<file path="src/rtl/preg_free_list_ctrl.sv">
// preg_free_list_ctrl
//   Free list of physical scalar registers for the rename stage. It is a
//   circular queue with POP_WIDTH allocation lanes and PUSH_WIDTH release
//   lanes. After reset it loads INIT_BASE .. INIT_BASE+ENTRY_NUM-1, one entry
//   per clock (INIT state). It then serves pops and pushes (RUN state).
//
//   Ports
//     clk, rst_n    : clock; asynchronous active-low reset
//     pop           : per-lane allocation request
//     popNum        : per-lane allocated register number, combinational, 0 while !ready
//     push, pushNum : per-lane release request and released register number
//     ready         : decode of the FSM state register (1 = RUN, 0 = INIT)
//     count         : number of free entries currently queued
//     allocatable   : ready && count >= POP_WIDTH
//     errUnderflow, errOverflow, errDup : sticky error flags, cleared by reset only
//
//   Handshake: a request lane is valid when its bit is high. There is no
//   ready/back-pressure path. A pop group larger than count is rejected as a
//   whole. A push group that would exceed ENTRY_NUM is also rejected as a
//   whole. Either rejection raises the matching sticky flag.
//
//   Optional feature macro: RSD_FREE_LIST_DUP_CHECK_EN
//     Defined: an isFree bitmap drops push lanes that release an already-free
//     number, or that repeat an earlier lane in the same cycle. Each such lane
//     raises errDup.
//     Undefined: errDup is tied to 0 and duplicate numbers are queued.
module preg_free_list_ctrl #(
    parameter int ENTRY_NUM  = 32,
    parameter int INIT_BASE  = 32,
    parameter int REG_W      = 6,
    parameter int POP_WIDTH  = 2,
    parameter int PUSH_WIDTH = 2
) (
    input  logic                             clk,
    input  logic                             rst_n,
    input  logic [POP_WIDTH-1:0]             pop,
    output logic [POP_WIDTH-1:0][REG_W-1:0]  popNum,
    input  logic [PUSH_WIDTH-1:0]            push,
    input  logic [PUSH_WIDTH-1:0][REG_W-1:0] pushNum,
    output logic                             ready,
    output logic [$clog2(ENTRY_NUM):0]       count,
    output logic                             allocatable,
    output logic                             errUnderflow,
    output logic                             errOverflow,
    output logic                             errDup
);
    localparam int PTR_W = $clog2(ENTRY_NUM);
    localparam int CNT_W = PTR_W + 1;
    // Wide enough for count + pushes without wrapping in the overflow test.
    localparam int SUM_W = $clog2(ENTRY_NUM + POP_WIDTH + PUSH_WIDTH + 1) + 1;
    localparam logic [SUM_W-1:0] SUM_ONE  = SUM_W'(1);
    localparam logic [SUM_W-1:0] SUM_FULL = SUM_W'(ENTRY_NUM);
    localparam logic [SUM_W-1:0] SUM_POPW = SUM_W'(POP_WIDTH);

    typedef enum logic {S_INIT = 1'b0, S_RUN = 1'b1} state_e;

    state_e                           state_q, state_d;
    logic [PTR_W-1:0]                 head_q, head_d, tail_q, tail_d, init_q, init_d;
    logic [CNT_W-1:0]                 count_q, count_d;
    logic                             under_q, under_d, over_q, over_d;
    logic [REG_W-1:0]                 mem [ENTRY_NUM];
    logic [REG_W-1:0]                 init_val;
    logic [POP_WIDTH-1:0][PTR_W-1:0]  pop_addr;
    logic [PUSH_WIDTH-1:0][PTR_W-1:0] push_addr;
    logic [PUSH_WIDTH-1:0]            push_v;
    logic [SUM_W-1:0]                 n_pop, n_push, pop_acc, push_acc, count_ext;
    logic                             pop_go, push_go;

    assign count_ext = SUM_W'(count_q);
    assign init_val  = REG_W'(INIT_BASE) + REG_W'(init_q);

    // Pop lane compaction: lane i reads head + number of active lanes below it.
    always_comb begin
        n_pop = '0;
        for (int i = 0; i < POP_WIDTH; i++) begin
            pop_addr[i] = head_q + n_pop[PTR_W-1:0];
            if (pop[i]) n_pop = n_pop + SUM_ONE;
        end
    end

    assign pop_go  = (state_q == S_RUN) && (n_pop <= count_ext);
    assign pop_acc = pop_go ? n_pop : '0;

    // Push lane compaction over surviving lanes only (dropped duplicates leave no hole).
    always_comb begin
        n_push = '0;
        for (int i = 0; i < PUSH_WIDTH; i++) begin
            push_addr[i] = tail_q + n_push[PTR_W-1:0];
            if (push_v[i]) n_push = n_push + SUM_ONE;
        end
    end

    // Overflow is judged after this cycle's accepted pops have freed space.
    assign push_go  = (state_q == S_RUN) && ((count_ext - pop_acc + n_push) <= SUM_FULL);
    assign push_acc = push_go ? n_push : '0;

    always_comb begin
        popNum = '0;
        for (int i = 0; i < POP_WIDTH; i++) begin
            popNum[i] = ready ? mem[pop_addr[i]] : '0;
        end
    end

`ifdef RSD_FREE_LIST_DUP_CHECK_EN
    localparam int MAP_N = 1 << REG_W;
    logic [MAP_N-1:0] is_free_q, is_free_d, popped;
    logic             dup_hit, dup_q;

    always_comb begin
        popped = '0;
        for (int i = 0; i < POP_WIDTH; i++) begin
            if (pop_go && pop[i]) popped[popNum[i]] = 1'b1;
        end
        // A number leaving the queue this cycle no longer counts as free, so
        // it may be released again in the same cycle.
        push_v  = '0;
        dup_hit = 1'b0;
        for (int i = 0; i < PUSH_WIDTH; i++) begin
            push_v[i] = push[i];
            if (push[i] && is_free_q[pushNum[i]] && !popped[pushNum[i]]) push_v[i] = 1'b0;
            for (int j = 0; j < i; j++) begin
                if (push[i] && push[j] && (pushNum[j] == pushNum[i])) push_v[i] = 1'b0;
            end
            if (push[i] && !push_v[i]) dup_hit = 1'b1;
        end
        is_free_d = is_free_q;
        if (state_q == S_INIT) begin
            is_free_d[init_val] = 1'b1;
        end else begin
            is_free_d = is_free_d & ~popped;
            for (int i = 0; i < PUSH_WIDTH; i++) begin
                if (push_go && push_v[i]) is_free_d[pushNum[i]] = 1'b1;
            end
        end
    end

    always_ff @(posedge clk or negedge rst_n) begin
        if (!rst_n) begin
            is_free_q <= '0;
            dup_q     <= 1'b0;
        end else begin
            is_free_q <= is_free_d;
            if (state_q == S_RUN && dup_hit) dup_q <= 1'b1;
        end
    end

    assign errDup = dup_q;
`else
    assign push_v = push;
    assign errDup = 1'b0;
`endif

    always_comb begin
        state_d = state_q;
        head_d  = head_q;
        tail_d  = tail_q;
        init_d  = init_q;
        count_d = count_q;
        under_d = under_q;
        over_d  = over_q;
        if (state_q == S_INIT) begin
            tail_d  = tail_q + PTR_W'(1);
            init_d  = init_q + PTR_W'(1);
            count_d = count_q + CNT_W'(1);
            if (|pop)  under_d = 1'b1;
            if (|push) over_d  = 1'b1;
            if (init_q == PTR_W'(ENTRY_NUM - 1)) state_d = S_RUN;
        end else begin
            if (!pop_go)  under_d = 1'b1;
            if (!push_go) over_d  = 1'b1;
            head_d  = head_q + pop_acc[PTR_W-1:0];
            tail_d  = tail_q + push_acc[PTR_W-1:0];
            count_d = CNT_W'(count_ext - pop_acc + push_acc);
        end
    end

    always_ff @(posedge clk or negedge rst_n) begin
        if (!rst_n) begin
            state_q <= S_INIT;
            head_q  <= '0;
            tail_q  <= '0;
            init_q  <= '0;
            count_q <= '0;
            under_q <= 1'b0;
            over_q  <= 1'b0;
        end else begin
            state_q <= state_d;
            head_q  <= head_d;
            tail_q  <= tail_d;
            init_q  <= init_d;
            count_q <= count_d;
            under_q <= under_d;
            over_q  <= over_d;
        end
    end

    // Storage is deliberately not reset; INIT rewrites every entry.
    always_ff @(posedge clk) begin
        if (state_q == S_INIT) begin
            mem[tail_q] <= init_val;
        end else if (push_go) begin
            for (int i = 0; i < PUSH_WIDTH; i++) begin
                if (push_v[i]) mem[push_addr[i]] <= pushNum[i];
            end
        end
    end

    assign ready        = (state_q == S_RUN);
    assign count        = count_q;
    assign allocatable  = ready && (count_ext >= SUM_POPW);
    assign errUnderflow = under_q;
    assign errOverflow  = over_q;

endmodule

</file>
<file path="config.mk">
export PLATFORM = sky130hd
export DESIGN_NAME = preg_free_list_ctrl
export DESIGN_NICKNAME = d
export VERILOG_FILES = /design/src/rtl/preg_free_list_ctrl.sv
export SDC_FILE = /design/constraint.sdc
export NUM_CORES = 1
export LEC_CHECK = 0
export ABC_AREA = 1
export BUFFER_PORTS_ARGS = -buffer_cell sky130_fd_sc_hd__buf_2
export CAP_MARGIN = 20
export CORE_MARGIN = 2
export CORE_UTILIZATION = 62
export CTS_CLUSTER_DIAMETER = 40
export DETAILED_ROUTE_END_ITERATION = 12
export GPL_TIMING_DRIVEN = 0
export PLACE_DENSITY = 0.9
export SLEW_MARGIN = 10
export SYNTH_ARGS = -nofsm -noshare
export SYNTH_HDL_FRONTEND = slang
export SYNTH_SLANG_ARGS = --single-unit
</file>
<file path="constraint.sdc">
create_clock -name clk -period 4.8 [get_ports clk]
set_input_delay 1.2 -clock clk [delete_from_list [all_inputs] [get_ports clk]]
set_output_delay 1.2 -clock clk [all_outputs]
set_load 0.01 [all_outputs]
</file>
==> results of run 1 <==
timing repair:
| action | CTS |
|---|---|
| gates cloned | 14 |
| resized for setup | 289 |
| hold endpoints to repair | 0 |
| pin swaps | 72 |
| setup endpoints to repair | 400 |
| setup buffers | 50 |
synthesized netlist by cell type (all sizes together), types with 2 or more instances:
library cell    n
nor2          123
a31oi           6
fa              5
or2             2
nor3            8
o21ai         178
clkinv          2
o211ai         34
nand3         464
clkbuf         93
xor2           17
a21o            2
ha             24
buf            78
o22ai          12
inv           139
nand3b          3
o211a           2
dfrtp          24
nand2         467
o311ai         10
a21oi         127
nand4          46
xnor2           2
edfxtp        192
per-stage QoR:
step	area, um^2	setup TNS (ps)	worst slack [ps]	instances	hold slack (ps)
after floorplan	15700	-138	-99.5	2064	493
after global placement	16300	-418450	-1220	2433	436
after detailed placement	16300	-454650	-1360	2433	454
after CTS	19200	-3240	-127	2550	468
kinds of logic after synthesis:
group	after synthesis
xor+xnor	19
other cells	1
simple gates	1113
mux	1
compound gates	373
buf+inv	312
flops	216
fa+ha+maj	29
layer usage:
| metal | GRT overflow | track usage |
|---|---|---|
| met5 | 0 | 0.339 |
| met3 | 1 | 0.642 |
| met2 | 22 | 0.899 |
| met4 | 24 | 0.694 |
| met1 | 1 | 0.768 |
==> results.py, run 1 <==
metrics = {
    "logic_synthesis": {
        "synth_cell_type_count": 43,
        "synth_top_family_by_area": "simple AND/OR/NAND/NOR gates",
        "synth_sequential_area_ratio": 0.407,
        "synth.yosys.warnings": 0,
        "fraction_of_the_mapped_netlist_area_in_compound_gates": 0.130,
        "synth_top_area_share": 0.368,
        "post_synth_and_or_nand_nor_area_fraction": 0.340,
        "mappedNetlistArea_um2": 15700,
        "synth-edff-count": 192,
        "postSynth.asyncResetShare": 0.111,
        "synth_cells": 2064,
        "ys_seq_elements": 216,
        "syn_avg_cell_area_um2": 7.58,
        "synth_top_cell_by_area": "sky130_fd_sc_hd__edfxtp_1",
        "ys_top_cells_by_area": "sky130_fd_sc_hd__edfxtp_1, sky130_fd_sc_hd__nand3_1, sky130_fd_sc_hd__nand2_1",
        "xor_xnor_portion_of_the_synthesized_cell_area": 0.0106,
        "synthesis.nets": 2111,
        "ys.flop_type": "sky130_fd_sc_hd__edfxtp_1",
        "post_synth_mux_area_share": 0.000640,
        "post_synth_fa_ha_maj_area_fraction": 0.0256,
    },
    "clock_tree": {
        "cts_root_buf": "sky130_fd_sc_hd__clkbuf_16",
        "cts.path.max_buffers": 3,
        "cts-hold-fix-buffers": 0,
        "cts_htree_levels": 1,
        "cts-buffers-inserted": 30,
        "numClockSinks": 216,
    },
    "placed_design": {
        "detailedPlacementHpwl_um": 51800,
        "place_congestion": 1.16,
        "port_buffers": 39,
    },
    "floorplanning": {
        "std_cell_rows": 58,
        "num_io_pins": 41,
        "chip_height_um": 163,
        "floorplan.die.width_um": 163,
        "starting_density": 0.627,
    },
    "timing": {
        "repair-timing-grt-worst-ep": "count[4]$_DFF_PN0_/D",
        "worst_path_end_type": "register data pin",
    },
    "status": {
        "error_line": "[ERROR GRT-0232] Routing congestion too high. Check the congestion heatmap in the GUI.",
        "flow.stopped_at": "global routing",
        "status": "did not finish",
    },
    "grt": {
        "globalRouteTotalUtil": 0.756,
        "grt-ovfl-total": 48,
        "grt_start_max_net_pins": 25,
    },
}
==> run 2, diff against run 1 <==
--- a/config.mk
+++ b/config.mk
@@ -9,11 +9,10 @@
 export BUFFER_PORTS_ARGS = -buffer_cell sky130_fd_sc_hd__buf_2
 export CAP_MARGIN = 20
 export CORE_MARGIN = 2
-export CORE_UTILIZATION = 62
-export CTS_CLUSTER_DIAMETER = 40
+export CORE_UTILIZATION = 40
 export DETAILED_ROUTE_END_ITERATION = 12
 export GPL_TIMING_DRIVEN = 0
-export PLACE_DENSITY = 0.9
+export PLACE_DENSITY_LB_ADDON = 0.15
 export SLEW_MARGIN = 10
 export SYNTH_ARGS = -nofsm -noshare
 export SYNTH_HDL_FRONTEND = slang
==> run 2 against run 1 <==
Compared with the run above: the flow now finishes, with violations (negative setup slack); synthesized cell count unchanged; synthesized area unchanged.
==> results.py, run 2 <==
metrics = {
    "status": {
        "status": "finished, violations left",
        "failed_checks": "negative setup slack",
    },
    "critical_path": {
        "r2r_cells": 21,
        "crit_chain": "buf_12, buf_4, ha_2, buf_2, nor2_1, a21oi_1, o21ai_0, o211ai_1, nand3b_1, a21oi_1, buf_2",
        "endpoint_type_of_the_worst_setup_path": "primary output",
        "setup.worst_path.class": "input port to primary output",
        "arrival_ps": 3650,
        "slowest_cell_on_crit_path": "sky130_fd_sc_hd__ha_2",
        "r2r_setup_slack_ps": 280,
        "worstPathRequired_ps": 3600,
        "max_stage_delay_ps": 460,
        "regToRegEndpoint": "tail_q[4]$_DFF_PN0_",
        "crit_path_start_kind": "input port",
        "crit_fanout": 10,
        "r2r-start": "ready$_DFF_PN0_",
    },
    "clock_tree": {
        "cts-buffers-inserted": 26,
        "insertion_delay_ps": 580,
        "cts_htree_levels": 1,
        "cts.path.max_buffers": 3,
        "cts_tree": "yes",
        "cts-hold-fix-buffers": 0,
        "cts.reportedPaths.clkPinSlew_ps": 60,
        "cts_root_buf": "sky130_fd_sc_hd__clkbuf_16",
        "numClockSinks": 216,
    },
    "timing": {
        "report.final.slew_viol_count": 0,
        "worst_skew_ps": 32.9,
        "max_freq_ghz": 0.206,
        "final_cycle_utilization_of_the_critical_path": 1.01,
        "worst_case_headroom_to_the_max_slew_limit": 0.300,
        "finalSetupViolCount": 2,
        "final_critical_path_setup_slack_ps": -50.0,
        "grt_setup_unrepaired": "true",
        "tightestPinTransition_ps": 1050,
        "finalCriticalPeriod_ps": 4850,
        "timing.final.hold_violations": 0,
        "fin_setup_tns_ps": -55.8,
    },
    "power_and_ir_drop": {
        "p_sw_frac": 0.552,
        "pwr-share-comb": 0.655,
        "power.clock.fraction": 0.147,
        "leakagePower_nw": 7.54,
        "peakVddDrop_mv": 0.354,
        "cellPowerDensity_nw_per_um2": 775,
        "internal_power_w": 0.00632,
        "pwr-share-seq": 0.198,
        "net_switching_power_figure_w": 0.00778,
    },
    "logic_synthesis": {
        "synth_top_area_share": 0.368,
        "post_synth_fa_ha_maj_area_fraction": 0.0256,
        "synth_cells": 2064,
        "synth_cell_type_count": 43,
        "post_synth_most_frequent_cells": "sky130_fd_sc_hd__nand3_1, sky130_fd_sc_hd__nand2_1, sky130_fd_sc_hd__edfxtp_1",
        "ys_seq_elements": 216,
        "synth_top_family_by_area": "simple AND/OR/NAND/NOR gates",
        "synth-edff-count": 192,
        "post_synth_mux_area_share": 0.000640,
        "synth_sequential_area_ratio": 0.407,
        "post_synth_and_or_nand_nor_area_fraction": 0.340,
        "fraction_of_the_mapped_netlist_area_in_compound_gates": 0.130,
        "synth_top_cell_by_area": "sky130_fd_sc_hd__edfxtp_1",
        "ys_top_cells_by_area": "sky130_fd_sc_hd__edfxtp_1, sky130_fd_sc_hd__nand3_1, sky130_fd_sc_hd__nand2_1",
        "synthesis.nets": 2111,
        "syn_avg_cell_area_um2": 7.58,
        "ys.flop_type": "sky130_fd_sc_hd__edfxtp_1",
        "synth.most_common_cell": "sky130_fd_sc_hd__nand3_1",
        "synth.yosys.warnings": 0,
        "postSynth.asyncResetShare": 0.111,
        "mappedNetlistArea_um2": 15700,
        "xor_xnor_portion_of_the_synthesized_cell_area": 0.0106,
    },
    "min_path": {
        "min_to": "errUnderflow$_DFFE_PN0P_",
        "hold_path.class": "register to register",
        "min_delay_path_depth": 1,
        "timing.hold.worst.start": "errUnderflow$_DFFE_PN0P_",
    },
    "floorplanning": {
        "chip_height_um": 202,
        "floorplan.die.width_um": 202,
        "num_io_pins": 41,
        "starting_density": 0.405,
        "std_cell_rows": 72,
        "area_of_the_die_um2": 40700,
        "coreArea_um2": 38600,
    },
    "layout": {
        "antennaDiodeCount": 0,
        "nNetsFinal": 2198,
        "layout-area-overhead-vs-synth_pct": 16.3,
        "mostFrequentLayoutCells": "sky130_fd_sc_hd__nand3_1, sky130_fd_sc_hd__nand2_1, sky130_fd_sc_hd__edfxtp_1",
        "registers.top_by_ff_count": "mem",
        "commonest_non_fill_non_tap_cell_in_the_layout": "sky130_fd_sc_hd__nand3_1",
        "final_layout_size_suffix_gt1_frac": 0.158,
        "post-route-util": 0.471,
        "largest_register_ffs": 192,
    },
    "grt": {
        "grt_start_max_net_pins": 25,
        "globalRouteTotalUtil": 0.381,
        "grt_pass1_vias": 15702,
        "grt-ovfl-total": 0,
        "antenna_found_initial": 0,
        "grt_first_pass_wirelength_um": 112000,
    },
    "routing": {
        "routed_wl_um": 78800,
        "post-route-drc-count": 0,
        "ant_nets": 0,
        "drt-initial-drc-count": 2968,
        "avgRoutedWirePerCell_um": 29.3,
        "firstDrtPassIters": 6,
        "routed-via-count": 17013,
        "vias_per_cell": 6.33,
    },
    "placed_design": {
        "port_buffers": 39,
        "place_congestion": 1.01,
        "detailedPlacementHpwl_um": 58800,
    },
    "run": {
        "max-cap-violations": 0,
    },
}
run 2: cell counts after synthesis:
No cell type changed its count.
run 2: layer usage:
layer,up-vias,share of wire,track usage
li1,7363,-,-
met1,8147,0.40,0.543
met2,1295,0.42,0.557
met3,208,0.13,0.0808
met4,0,0.052,0.165
met5,-,0,0
run 2: what timing repair did:
item,4_1_cts,5_1_grt
gates resized for setup,93,131
buffers inserted,6,12
pin swaps,4,21
setup endpoints to repair,399,393
endpoints found under the hold margin,0,0
run 2: logic make-up (layout without fill, tap and decap cells):
logic type / after synthesis / after routing
other: 1 / 1
buffers and inverters: 312 / 419
DFF: 216 / 216
muxes: 1 / 1
adders and majority gates: 29 / 29
xor gates and xnor gates: 19 / 19
AOI/OAI and AO/OA: 373 / 373
and+or+nand+nor: 1113 / 1113
run 2: per-stage QoR:
step	cells	power [W]	hold slack [ps]	area [um^2]	setup slack, ps
2_1_floorplan	2064	0.00775	493	15700	-99.5
3_3_place_gp	2621	0.0110	442	16600	-1310
3_5_place_dp	2622	0.0111	443	16600	-1390
4_1_cts	2674	0.0133	457	17700	13.9
5_1_grt	2689	0.0147	464	18200	-164
6_report	2689	0.0141	458	18200	-50.0
run 2: worst max path at each step:
| stage | start | to | slack (ps) | depth (start not counted) |
|---|---|---|---|---|
| 2_1_floorplan | pop[1] | count[4]$_DFF_PN0_ | -100 | 26 |
| 3_5_place_dp | pop[0] | mem[14][0]$_DFFE_PP_ | -1390 | 24 |
| 4_1_cts | pop[0] | mem[6][4]$_DFFE_PP_ | 10 | 24 |
| 5_1_grt | pop[1] | count[4]$_DFF_PN0_ | -160 | 28 |
| 3_3_place_gp | pop[0] | mem[24][1]$_DFFE_PP_ | -1310 | 22 |
| 6_report | pop[0] | popNum[9] | -50 | 11 |
run 2: worst max-delay path: cells and delay by family:
kind	cells	cell delay, ps
compound gates	4	890
buf+inv	4	880
simple gates	2	200
fa+ha+maj	1	460
run 2: layout make-up:
type,count,area [um^2]
fill,3881,20400
multi-input combinational,1536,8380
sequential,216,6370
buffer,169,961
clock buffer,29,683
tap,518,648
inverter,141,552
timing repair buffer,61,424
clock inverter,19,195
run 2: power by group through the flow:
stage	Clock, W	Combinational (W)	Sequential, W
finish	0.00208	0.00923	0.00279
global route	0.00215	0.00972	0.00281
CTS	0.00207	0.00847	0.00278
detailed placement	0	0.00825	0.00281
global placement	0	0.00821	0.00281
floorplan	0	0.00502	0.00273
Power figures use the tool's default switching activity.
